--- config.mk ---
export PLATFORM = sky130hd
export DESIGN_NAME = sync_fifo_reader
export DESIGN_NICKNAME = d
export VERILOG_FILES = /design/src/rtl/sync_fifo_reader.sv
export SDC_FILE = /design/constraint.sdc
export NUM_CORES = 1
export LEC_CHECK = 0
export ABC_AREA = 1
export CELL_PAD_IN_SITES_DETAIL_PLACEMENT = 0
export CELL_PAD_IN_SITES_GLOBAL_PLACEMENT = 1
export CORE_UTILIZATION = 40
export CTS_BUF_LIST = sky130_fd_sc_hd__clkbuf_16
export DETAILED_ROUTE_END_ITERATION = 8
export DONT_BUFFER_PORTS = 1
export GPL_TIMING_DRIVEN = 0
export HOLD_SLACK_MARGIN = 0.06
export PLACE_DENSITY = 0.77
export SLEW_MARGIN = 5
export SYNTH_ARGS = -nofsm -noshare
export SYNTH_HDL_FRONTEND = slang
export SYNTH_SLANG_ARGS = --single-unit
export TNS_END_PERCENT = 100
--- constraint.sdc ---
create_clock -name clk -period 8.1 [get_ports clk]
set_input_delay 2.025 -clock clk [delete_from_list [all_inputs] [get_ports clk]]
set_output_delay 2.025 -clock clk [all_outputs]
set_load 0.1 [all_outputs]
--- src/rtl/sync_fifo_reader.sv ---
// sync_fifo_reader: read-side master for sync_fifo. Issues FIFO reads under a
// credit rule, captures the 1-cycle-late read data into a small circular skid
// buffer and presents the buffer head as a valid/ready stream.
//
// Ports:
//   clk, rst        single clock; synchronous active-high reset
//   fifo_rd_en      read strobe to the FIFO (combinational)
//   fifo_rd_empty   FIFO empty flag
//   fifo_rd_data    FIFO read data, valid the cycle after an accepted read
//   m_valid/m_ready output stream handshake
//   m_data          output word (head of skid buffer)
//   word_cnt        saturating popped-word counter, present only when
//                   SYNC_FIFO_READER_CNT_EN is defined
//
// Parameters: DATA_WIDTH (word width), BUF_DEPTH (skid entries, 2..4).
module sync_fifo_reader #(
    parameter int unsigned DATA_WIDTH = 8,
    parameter int unsigned BUF_DEPTH  = 2
) (
    input  logic                  clk,
    input  logic                  rst,
    output logic                  fifo_rd_en,
    input  logic                  fifo_rd_empty,
    input  logic [DATA_WIDTH-1:0] fifo_rd_data,
    output logic                  m_valid,
    input  logic                  m_ready,
    output logic [DATA_WIDTH-1:0] m_data
`ifdef SYNC_FIFO_READER_CNT_EN
    ,
    output logic [15:0]           word_cnt
`endif
);

    localparam int unsigned PTR_W = (BUF_DEPTH > 1) ? $clog2(BUF_DEPTH) : 1;
    // Two spare bits so occ + inflight - pop never wraps.
    localparam int unsigned CNT_W = PTR_W + 2;
    localparam logic [CNT_W-1:0] DEPTH_C = CNT_W'(BUF_DEPTH);
    localparam logic [PTR_W-1:0] LAST_C  = PTR_W'(BUF_DEPTH - 1);

    logic [DATA_WIDTH-1:0] mem_q [BUF_DEPTH];
    logic [PTR_W-1:0]      head_q, head_d;
    logic [PTR_W-1:0]      tail_q, tail_d;
    logic [CNT_W-1:0]      occ_q, occ_d;
    logic                  inflight_q, inflight_d;
    logic                  pop;

    // Circular pointer increment; wraps at BUF_DEPTH even when not a power of 2.
    function automatic logic [PTR_W-1:0] ptr_inc(input logic [PTR_W-1:0] p);
        return (p == LAST_C) ? '0 : p + PTR_W'(1);
    endfunction

    // Outputs depend only on registered state (and rst), never on m_ready.
    assign m_valid = !rst && (occ_q != '0);
    assign m_data  = rst ? '0 : mem_q[head_q];

    // Credit check and next-state computation.
    always_comb begin
        pop        = m_valid & m_ready;
        occ_d      = occ_q + CNT_W'(inflight_q) - CNT_W'(pop);
        head_d     = head_q;
        tail_d     = tail_q;
        // A slot is free for a new read only if it stays free after this cycle.
        fifo_rd_en = !rst && !fifo_rd_empty && (occ_d < DEPTH_C);
        inflight_d = fifo_rd_en;
        if (inflight_q) begin
            tail_d = ptr_inc(tail_q);
        end
        if (pop) begin
            head_d = ptr_inc(head_q);
        end
    end

    // State registers; capture only on inflight cycles so undriven data is never sampled.
    always_ff @(posedge clk) begin
        if (rst) begin
            head_q     <= '0;
            tail_q     <= '0;
            occ_q      <= '0;
            inflight_q <= 1'b0;
            for (int i = 0; i < int'(BUF_DEPTH); i++) begin
                mem_q[i] <= '0;
            end
        end else begin
            head_q     <= head_d;
            tail_q     <= tail_d;
            occ_q      <= occ_d;
            inflight_q <= inflight_d;
            if (inflight_q) begin
                mem_q[tail_q] <= fifo_rd_data;
            end
        end
    end

`ifdef SYNC_FIFO_READER_CNT_EN
    logic [15:0] word_cnt_q;

    // Saturating count of accepted output words.
    always_ff @(posedge clk) begin
        if (rst) begin
            word_cnt_q <= '0;
        end else if (pop && (word_cnt_q != 16'hFFFF)) begin
            word_cnt_q <= word_cnt_q + 16'd1;
        end
    end

    assign word_cnt = word_cnt_q;
`endif

endmodule

==> flow_summary.toml <==
[synth]
syn_inst = 115
syn_nets = 130
synth_top_area_cell = "edfxtp_1"
ys_ff_latch = 23
syn_area_per_cell_um2 = 9.14
ys_seq_area_share_pct = 59.0
yosys_warnings = 0
synthTopCellsByArea = "edfxtp_1 (46%), nor2_1 (15%), dfxtp_1 (13%)"
yosysTopAreaCellShare_pct = 45.7
ys_types = 17
syn_area_um2 = 1050

[die]
chipHeight_um = 53.3
die_w_um = 53.3
initial_core_util_pct = 42.4
coreArea_um2 = 2480
rows = 18
ios = 22
die-area_um2 = 2840

[placed_design]
gp_congestion = 0.655
portBuffers = 0
hpwl_mm = 1.23

[route]
drt-initial-drc-count = 16
vias = 712
avgViaCountPerCell = 4.78
firstDrtPassIters = 4
wirelength_mm = 1.69
wl_per_cell_um = 11.3
drcViolationCount = 0
ant_nets = 0

[grt]
grt_usage_pct = 13.9
grt_pass1_vias = 623
antenna_found_initial = 0
grt_max_degree = 14
overflow = 0
grt_pass1_wl_mm = 2.73

[clock_tree]
cts.clk_slew.worst_paths_ns = 0.06
ctsResizeCount = 0
postCtsSetupRepairBufs = 0
cts_tree = "built"
clkSinkCount = 23
root_buffer = "clkbuf_16"
ctsLongestPathBuffers = 2
clkLatencyLatePin_ns = 0.25
htree_levels = 1
cts-buffers-inserted = 3
holdBufCountCts = 0

[run_status]
status = "finished, final reports clean"

[worst_setup_path]
rr_startpoint = "occ_q[1]$_SDFF_PP0_"
crit_cells = 11
cp_max_fo = 7
path_class = "in2out"
cp.arrival_ns = 4.22
crit_end = "fifo_rd_en"
ff2ff_path_depth = 12
cp_top_family = "simple AND/OR/NAND/NOR gates"
path_cells = "inv_2 > nand3_2 > inv_1 > ha_1 > inv_1 > ha_1 > fa_1 > xor2_1 > nand2_1 > nand2_1 > nor2_2"
path_buf_inv = 3
r2r-end = "inflight_q$_SDFF_PP0_"
crit_path_end_kind = "output pin"
crit_required_ns = 6.08
worst_setup_path_start_kind = "input port"
reg2reg_setup_slack_ns = 6.02
critical_path.slowest_cell = "nor2_2"
critPathMaxStageDelay_ns = 0.80
crit_start = "rst"

[sta]
hold_viol = 0
clock_skew_ns = 0.00135
fmax_mhz = 160
setup_tns_ns = 0
setup_violations = 0
post-route-min-period_ns = 6.24
worst_pin_slew_ns = 1.18
slew_headroom_pct = 21.7
whs_ns = 0.504
rsz0062_at_grt = "false"
drv_slew = 0
fin_crit_sh_pct = 77.0

[layout]
drive_gt1_share_pct = 16.8
area_growth_syn_to_layout_pct = 13.7
num_antenna_cells = 0
nets = 135

[power_and_ir_drop]
p_leak_nw = 0.536
total_power_w = 0.000433
powerDensity_nw_per_um2 = 362
ir_drop_mv = 0.202

[hold_path]
hp-class = "reg2reg"

[run]
cap_violations = 0
state kept, by name (all words and copies together) (netlist names), named ones only:
register    cells
mem_q          16
occ_q           3
head_q          1
inflight_q      1
tail_q          1
layout by cell type, fill, tap and decap left out, types with 2 or more instances in the layout:
cell / n
edfxtp_1: 16
o21ai_0: 8
inv_1: 19
nor2_2: 9
nand2_1: 9
nor2_1: 32
dfxtp_1: 7
nand3_2: 2
ha_1: 2
clkbuf_16: 3
nand2_2: 2
final cells by class:
class / instances / area, um^2
Clock inverter: 1 / 5.00
Tap cell: 30 / 37.5
Sequential cell: 23 / 621
Multi-Input combinational cell: 71 / 370
Clock buffer: 3 / 75.1
Fill cell: 254 / 1280
Inverter: 20 / 75.1
Buffer: 1 / 11.3
kinds of logic (layout without fill, tap and decap cells):
family | count (synthesis) | after routing | synth area share [%]
xor gates and xnor gates | 2 | 2 | 1.67
buffers and inverters | 21 | 25 | 8.21
AOI/OAI and AO/OA | 10 | 10 | 4.76
DFF | 23 | 23 | 59.0
adders and majority gates | 3 | 3 | 4.29
and+or+nand+nor | 56 | 56 | 22.0
cells in the mapped netlist:
cell type,number
nor2_1,41
dfxtp_1,7
buf_6,1
fa_1,1
o21ai_0,8
edfxtp_1,16
nand4_1,1
nand3_1,1
xnor2_1,1
inv_2,1
nand3_2,2
inv_1,19
nand2_2,2
ha_1,2
xor2_1,1
a21oi_1,2
nand2_1,9
power breakdown:
group	internal (W)	leakage, nW	switching, W
clock	0.0000663	0.0409	0.0000378
combinational	0.0000312	0.272	0.000137
sequential	0.000149	0.223	0.0000112
routing by layer:
metal,vias to the layer above,track usage [%],share of wire [%]
met5,-,0,0
met4,0,7.89,1.1
met3,4,2.01,4.4
met2,17,23.8,51
met1,324,16.4,43
li1,367,-,-
per-stage QoR:
stage / utilization [%] / setup WS [ns] / area (um^2) / instances
floorplan: - / 1.49 / 1050 / 115
global placement: 43.9 / 1.40 / 1090 / 145
detailed placement: 45.0 / 1.85 / 1110 / 145
CTS: 48.2 / 1.84 / 1190 / 149
global route: 48.2 / 1.74 / 1190 / 149
finish: 48.2 / 1.86 / 1190 / 149
worst register-to-register path, cell delays in order, from the launching register on:
cell and delay [ns]:
dfxtp_1 0.32, nor2_1 0.19, nand2_2 0.08, nand3_2 0.07, inv_1 0.04, ha_1 0.26, inv_1 0.04, ha_1 0.18
fa_1 0.41, xnor2_1 0.15, nand2_1 0.08, nand2_1 0.10, nor2_1 0.05
how the worst min path moves through the flow:
stage                     endpoint                 from  cells past startpoint  slack (ns)
2_1_floorplan  occ_q[2]$_SDFF_PP0_  occ_q[1]$_SDFF_PP0_                      2        0.47
3_3_place_gp   tail_q$_SDFFE_PP0P_  tail_q$_SDFFE_PP0P_                      2        0.48
3_5_place_dp   tail_q$_SDFFE_PP0P_  tail_q$_SDFFE_PP0P_                      2        0.49
4_1_cts        tail_q$_SDFFE_PP0P_  tail_q$_SDFFE_PP0P_                      2        0.51
5_1_grt        tail_q$_SDFFE_PP0P_  tail_q$_SDFFE_PP0P_                      2        0.55
6_report       tail_q$_SDFFE_PP0P_  tail_q$_SDFFE_PP0P_                      2        0.50
Power figures use the tool's default switching activity.
